$ cat src/rtl/kbd_input_ctrl.sv
// Keyboard input peripheral: detects new keystrokes on key_in and queues them
// in a small FIFO. The CPU reads them back through a status/data register pair.
module kbd_input_ctrl #(
    parameter int          DATA_W      = 64,
    parameter int          DEPTH       = 8,
    parameter logic [63:0] STATUS_ADDR = 64'h100,
    parameter logic [63:0] DATA_ADDR   = 64'h101
) (
    input  logic              clk,
    input  logic              reset,
    input  logic [DATA_W-1:0] key_in,
    input  logic              rd_en,
    input  logic [63:0]       rd_addr,
    output logic [DATA_W-1:0] rd_data,
    output logic              irq,
    output logic              overflow
);

    localparam int AW = $clog2(DEPTH);
    localparam int CW = AW + 1;

    logic [DATA_W-1:0] key_q;
    logic [DATA_W-1:0] mem [DEPTH];
    logic [AW-1:0]     wr_ptr;
    logic [AW-1:0]     rd_ptr;
    logic [CW-1:0]     count;
    logic [CW-1:0]     count_nxt;

    logic              key_evt;
    logic              empty;
    logic              full;
    logic              is_status;
    logic              is_data;
    logic              pop;
    logic              push;
    logic              drop;
    logic [DATA_W-1:0] status_word;

    // Decode keystroke events, CPU accesses and the resulting FIFO actions.
    // A pop frees a slot on the same edge, so a full FIFO still accepts a push
    // when it is being read.
    always_comb begin
        key_evt   = (key_in != key_q) && (key_in != '0);
        empty     = (count == '0);
        full      = (count == CW'(DEPTH));
        is_status = rd_en && (rd_addr == STATUS_ADDR);
        is_data   = rd_en && (rd_addr == DATA_ADDR);
        pop       = is_data && !empty;
        push      = key_evt && (!full || pop);
        drop      = key_evt && full && !pop;

        count_nxt = count;
        case ({push, pop})
            2'b10:   count_nxt = count + CW'(1);
            2'b01:   count_nxt = count - CW'(1);
            default: count_nxt = count;
        endcase
    end

    // Assemble the status register image.
    always_comb begin
        status_word       = '0;
        status_word[0]    = !empty;
        status_word[1]    = full;
        status_word[2]    = overflow;
        status_word[23:8] = 16'(count);
    end

    // FIFO storage; contents need no reset because count gates every read.
    always_ff @(posedge clk) begin
        if (push) begin
            mem[wr_ptr] <= key_in;
        end
    end

    // Edge-detect register, pointers, occupancy and interrupt.
    always_ff @(posedge clk or negedge reset) begin
        if (!reset) begin
            key_q  <= '0;
            wr_ptr <= '0;
            rd_ptr <= '0;
            count  <= '0;
            irq    <= 1'b0;
        end else begin
            key_q <= key_in;
            count <= count_nxt;
            irq   <= (count_nxt != '0);
            if (push) begin
                wr_ptr <= wr_ptr + AW'(1);
            end
            if (pop) begin
                rd_ptr <= rd_ptr + AW'(1);
            end
        end
    end

    // Sticky overflow flag: a status read clears it, a drop on the same edge wins.
    always_ff @(posedge clk or negedge reset) begin
        if (!reset) begin
            overflow <= 1'b0;
        end else if (drop) begin
            overflow <= 1'b1;
        end else if (is_status) begin
            overflow <= 1'b0;
        end
    end

    // Registered load result; holds its value when no read is issued.
    always_ff @(posedge clk or negedge reset) begin
        if (!reset) begin
            rd_data <= '0;
        end else if (rd_en) begin
            if (is_status) begin
                rd_data <= status_word;
            end else if (pop) begin
                rd_data <= mem[rd_ptr];
            end else begin
                rd_data <= '0;
            end
        end
    end

endmodule
$ cat config.mk
export PLATFORM = sky130hd
export DESIGN_NAME = kbd_input_ctrl
export DESIGN_NICKNAME = d
export VERILOG_FILES = /design/src/rtl/kbd_input_ctrl.sv
export SDC_FILE = /design/constraint.sdc
export NUM_CORES = 1
export LEC_CHECK = 0
export ABC_AREA = 1
export CORE_UTILIZATION = 50
export DETAILED_ROUTE_END_ITERATION = 12
export HOLD_SLACK_MARGIN = 0.15
export PLACE_DENSITY = 0.69
export SKIP_LAST_GASP = 1
export SLEW_MARGIN = 0
export SYNTH_ARGS = -nofsm -noshare
export SYNTH_HDL_FRONTEND = slang
export SYNTH_SLANG_ARGS = --single-unit
$ cat constraint.sdc
create_clock -name clk -period 7.87 [get_ports clk]
set_input_delay 1.1805 -clock clk [delete_from_list [all_inputs] [get_ports clk]]
set_output_delay 1.1805 -clock clk [all_outputs]
set_load 0.05 [all_outputs]
Yosys cells after proc, flatten, opt, wreduce, memory -nomap -nowiden
Memories as Yosys holds them, arrays and structs flattened.
Cells that the tools add are included.
{ "totals": {"reg_bits": 140, "mem_bits_rw": 512, "input_bits": 131, "mem_count": 1} }
{ "classes": {"add_sub_neg": 4, "n_mux": 7, "reduce_logical": 15, "eq_ne": 6} }
{ "mem_list": {"columns": ["memory", "words", "word_bits", "read_ports", "rd_clocked_by_memory_dff", "wr", "line", "source"], "rows": [
  ["mem", 8, 64, 1, 0, 1, "23", "logic [DATA_W-1:0] mem [DEPTH];"]
]} }
{ "ops": {"columns": ["operator", "n"], "rows": [
  ["$eq 64x9->1 const B", 2],
  ["$mux 64", 2],
  ["$ne 64x64->1", 1],
  ["$reduce_bool 64->1", 1],
  ["$pmux 4 s2", 1],
  ["$logic_and 1x1->1", 7],
  ["$add 3x1->3 const B", 2],
  ["$add 4x1->4 const B", 1],
  ["$eq 4x4->1 const B", 1],
  ["$logic_not 4->1", 1],
  ["$mux 1", 4],
  ["$reduce_bool 4->1", 1],
  ["$sub 4x1->4 const B", 1],
  ["$logic_not 1->1", 3],
  ["$eq 2x1->1 const B", 1],
  ["$eq 2x2->1 const B", 1],
  ["$reduce_bool 2->1", 1],
  ["$logic_or 1x1->1", 1]
]} }

Logic depth before layout (Yosys ltp)
{ "logic_depth": {"word_depth": 8, "mapped_depth": 22} }

Worst setup path before layout
OpenSTA, ideal clock, no wires.
{ "synth_path": {"path_kind": "input to register", "from": "in rd_addr[55]", "to": "mem mem[1][0] (enable)", "cell_stages": 11, "slack_ps": 2519, "setup_time_ps": 486, "arrival_time_ps": 4865, "path_buffers": 0, "required_ps": 7384, "path_cell_list": "nor2_1 nand2_1 nor2_2 nand2_1 nor2_4 nand3_2 nand2_2 nand3_2 inv_1 nand2_1 nor2_1"} }
{ "synth_via": {"elab_chain_cells": 7} }
{ "synth_rtl": {"columns": ["element", "line", "source"], "rows": [
  ["from (decl)", "13", "input logic [63:0] rd_addr,"],
  ["$eq 64x9->1", "47", "is_data = rd_en && (rd_addr == DATA_ADDR);"],
  ["$logic_and 1x1->1", "47", null],
  ["$logic_and 1x1->1", "48", "pop = is_data && !empty;"],
  ["$logic_or 1x1->1", "49", "push = key_evt && (!full || pop);"],
  ["$logic_and 1x1->1", "49", null],
  ["$mux 1", "71", "if (push) begin"],
  ["$mux 1 (not written as such)", "72", "mem[wr_ptr] <= key_in;"],
  ["to (decl)", "23", null]
]} }
No other way between the ends.

Worst setup path after layout
{ "layout_path": {"from": "in key_in[5]", "to": "mem mem[7][4] (enable)"} }
{ "layout_via": {"elab_chain_cells": 5} }
{ "layout_rtl": {"columns": ["element", "line", "source"], "rows": [
  ["from (decl)", "11", "input logic [DATA_W-1:0] key_in,"],
  ["$ne 64x64->1 or $reduce_bool 64->1 (tied branches)", "43", "key_evt = (key_in != key_q) && (key_in != '0);"],
  ["$logic_and 1x1->1 *", "43", null],
  ["$logic_and 1x1->1 *", "49", null],
  ["$mux 1 *", "71", null],
  ["$mux 1 (not written as such) *", "72", null]
]} }
Every way passes the cells marked *; elsewhere a longest branch is shown, timed or not.

==> run metrics <==
post-synthesis sequential area ratio=0.730; dpl cell area=28,400 um2; Crit Path Max Fanout=40; flops & latches, synth=between 600 and 700; critical path's largest stage delay=approximately 790 ps; Critical Path RT=8080 ps; status=completed; maximum clock path buffer count=3; hpwl dp=34.7 mm; critical path launch point type=input port; R2R cell count=6; crit end category=register; Post-CTS Resized=0; Layout Nets=2,407; Post-CTS Hold Buffers=0; worst skew pair latency=600 ps; Hold EP=rd_data[48]; fmax=around 0.23 GHz; Net Sw Frac=0.260; Syn Nets=around 2,200; family with the most delay on the worst path=buffers and inverters; fin area=30,500 um2; pins over their slew limit=0; final hold vios=0; H-tree Lvls=3; Mapped Area=~26,000 um2; Avg WL per Cell=approximately 21 um; hold path depth=2; worst hold path class=register to register; RSZ-0062 raised after global routing=no; period utilization=0.559; core box area=50,600 um2; synthesized area per cell=12.3 um2; gr ovfl total=0; DRC=0; maximum VDD drop=0.187 mV; WP data arrival=about 4600 ps; most frequent cells in the layout=512 x edfxtp_1, 395 x nand2_1, 271 x nor2_1; CP Cell Sequence=clkdlybuf4s50_1, inv_1, nand4_1, nor2_1, nand3_1, nor2_1, nand2_1, nand3_2, inv_1, nand2_1, nor2_4, buf_4; Final setup viols=0; Vias=roughly 17,000; Leakage Power=11.2 nW; Post-CTS Setup Bufs=0; Starting DRT DRC Count=1,473; post-route ant nets=0; Critical Path Slowest Stage Cell=nor2_4; Final Wtd Congestion=around 0.8; CTS tree=done; setup TNS=0 ps; Worst R2R Setup Slack=4100 ps; row cnt=~80; Die X=229 um; vias in the first global route=about 17,000; Post-Synthesis Cells=between 2,000 and 2,500; TritonCTS buffer count=67; yosys warns=0; most common cell after layout, fill and taps aside=edfxtp_1; drt pass-1 iters=5; die area=52,700 um2; WHS=482 ps; chip height=229 um; worst setup path category=input port to register; global-route wire length before repair=98.2 mm; Power Internal=6.57 mW; top_reg_cell synth=edfxtp_1; max cap viols=0; share of layout cells above drive strength 1=0.0667; initial core utilization=0.511; Tmin final=4400 ps; Routed WL=63.4 mm; Root Driver=clkbuf_16; Buffers & Inverters on Critical Path=4; Reg-to-Reg End=rd_data[9]; boundary pin count=197; sequential power share=0.533; pwr dens=291 nW/um2; Combinational Power Share=0.130; post-DR vias/cell=approximately 5.7; clock slew at reported path FFs=roughly 60 ps; Sw Pwr=2.31 mW; Slew @ Worst Pin=1200 ps; Syn-to-layout area delta=17.7%; fill count=around 3,800; Worst Skew=22.8 ps; Async SR Flop Fraction=0.215; CTS Sinks=652; Hold Crit Start=rd_data[48]; pin count of the biggest net entering global routing=151; Post-synth EDFFs=512; power consumption=just under 9 mW; all-layer global routing usage=0.243; Clk network pwr share=0.337; antenna violations before repair=5; Slew HR=0.202; Netlist cell types=40; RR Startpoint=rd_ptr[1]; PortBufs=196
worst reg2reg max path, delay by kind of cell, from the launching register on:
kind	cells	cell delay, ps
compound gates	3	890
buf+inv	2	1750
flops	1	940
simple gates	1	60
area by class of cell:
class                   count  area [um2]  share of cell area
inverters                 128         488              0.0160
well taps                 672         841              0.0276
flip-flops and latches    652       18900               0.620
multi-input cells        1206        6070               0.199
diodes                      4        10.0            0.000329
clock inverters            23         176             0.00579
clock buffers              98        1880              0.0616
repair buffers            216        2110              0.0694
power groups by stage:
stage | clock network [mW] | registers, mW | logic (mW)
floorplan | 0 | 4.81 | 0.604
global placement | 0 | 4.77 | 1.13
detailed placement | 0 | 4.80 | 1.16
CTS | 3.03 | 4.73 | 1.17
global route | 3.16 | 4.79 | 1.26
finish | 2.99 | 4.73 | 1.16
cell families (layout without fill, tap and decap cells):
group / after synthesis / count (layout) / synth area share
and+or+nand+nor: 753 / 753 / 0.117
buffers and inverters: 237 / 465 / 0.0375
xor gates and xnor gates: 15 / 15 / 0.00537
other: 0 / 4 / 0
DFF: 652 / 652 / 0.730
AOI/OAI and AO/OA: 433 / 433 / 0.108
adders and majority gates: 5 / 5 / 0.00271
worst max path at each step:
stage,from,end,depth (start not counted),slack (ps)
floorplan,rd_addr[55],mem[1][0],11,2520
global placement,key_in[55],mem[5][19],14,2930
detailed placement,key_in[55],mem[7][19],14,2850
CTS,key_in[55],mem[7][4],14,3470
global route,key_in[55],mem[7][28],15,3180
finish,key_in[5],mem[7][4],12,3470
sequential cells by signal (all words and copies together), names as in the netlist:
register / count
mem: 512
key_q: 64
rd_data: 64
count: 4
rd_ptr: 3
wr_ptr: 3
irq: 1
overflow: 1
layer usage:
metal	vias up	GRT usage	wire length [um]
met1	8529	0.330	26900
met4	2	0.0777	1350
met2	671	0.402	30600
met5	-	0	12
met3	91	0.0395	4530
li1	7845	-	-
per-stage QoR:
step           std cells  setup slack, ps   util
6_report            2999             3470  0.602
5_1_grt             2998             3180  0.602
4_1_cts             2995             3470  0.602
3_5_place_dp        2874             2850  0.561
3_3_place_gp        2874             2930  0.561
2_1_floorplan       2095             2520      -
synthesized netlist by cell type (all sizes together) (2+ instances only):
master | n | area (um2)
edfxtp | 512 | 15400
nand2 | 401 | 1530
nor2 | 288 | 1120
o21ai | 189 | 946
dfrtp | 140 | 3500
inv | 127 | 477
a21oi | 87 | 435
o221ai | 76 | 666
clkbuf | 56 | 210
buf | 53 | 280
nand3 | 43 | 235
a221oi | 34 | 298
a32o | 33 | 330
xor2 | 14 | 130
nand4 | 12 | 75.1
a32oi | 8 | 70.1
ha | 4 | 50.1
nor4 | 3 | 18.8
nand3b | 2 | 15.0
nor3 | 2 | 10.0
o211ai | 2 | 15.0
No activity file was read; power rests on OpenSTA's default activity.
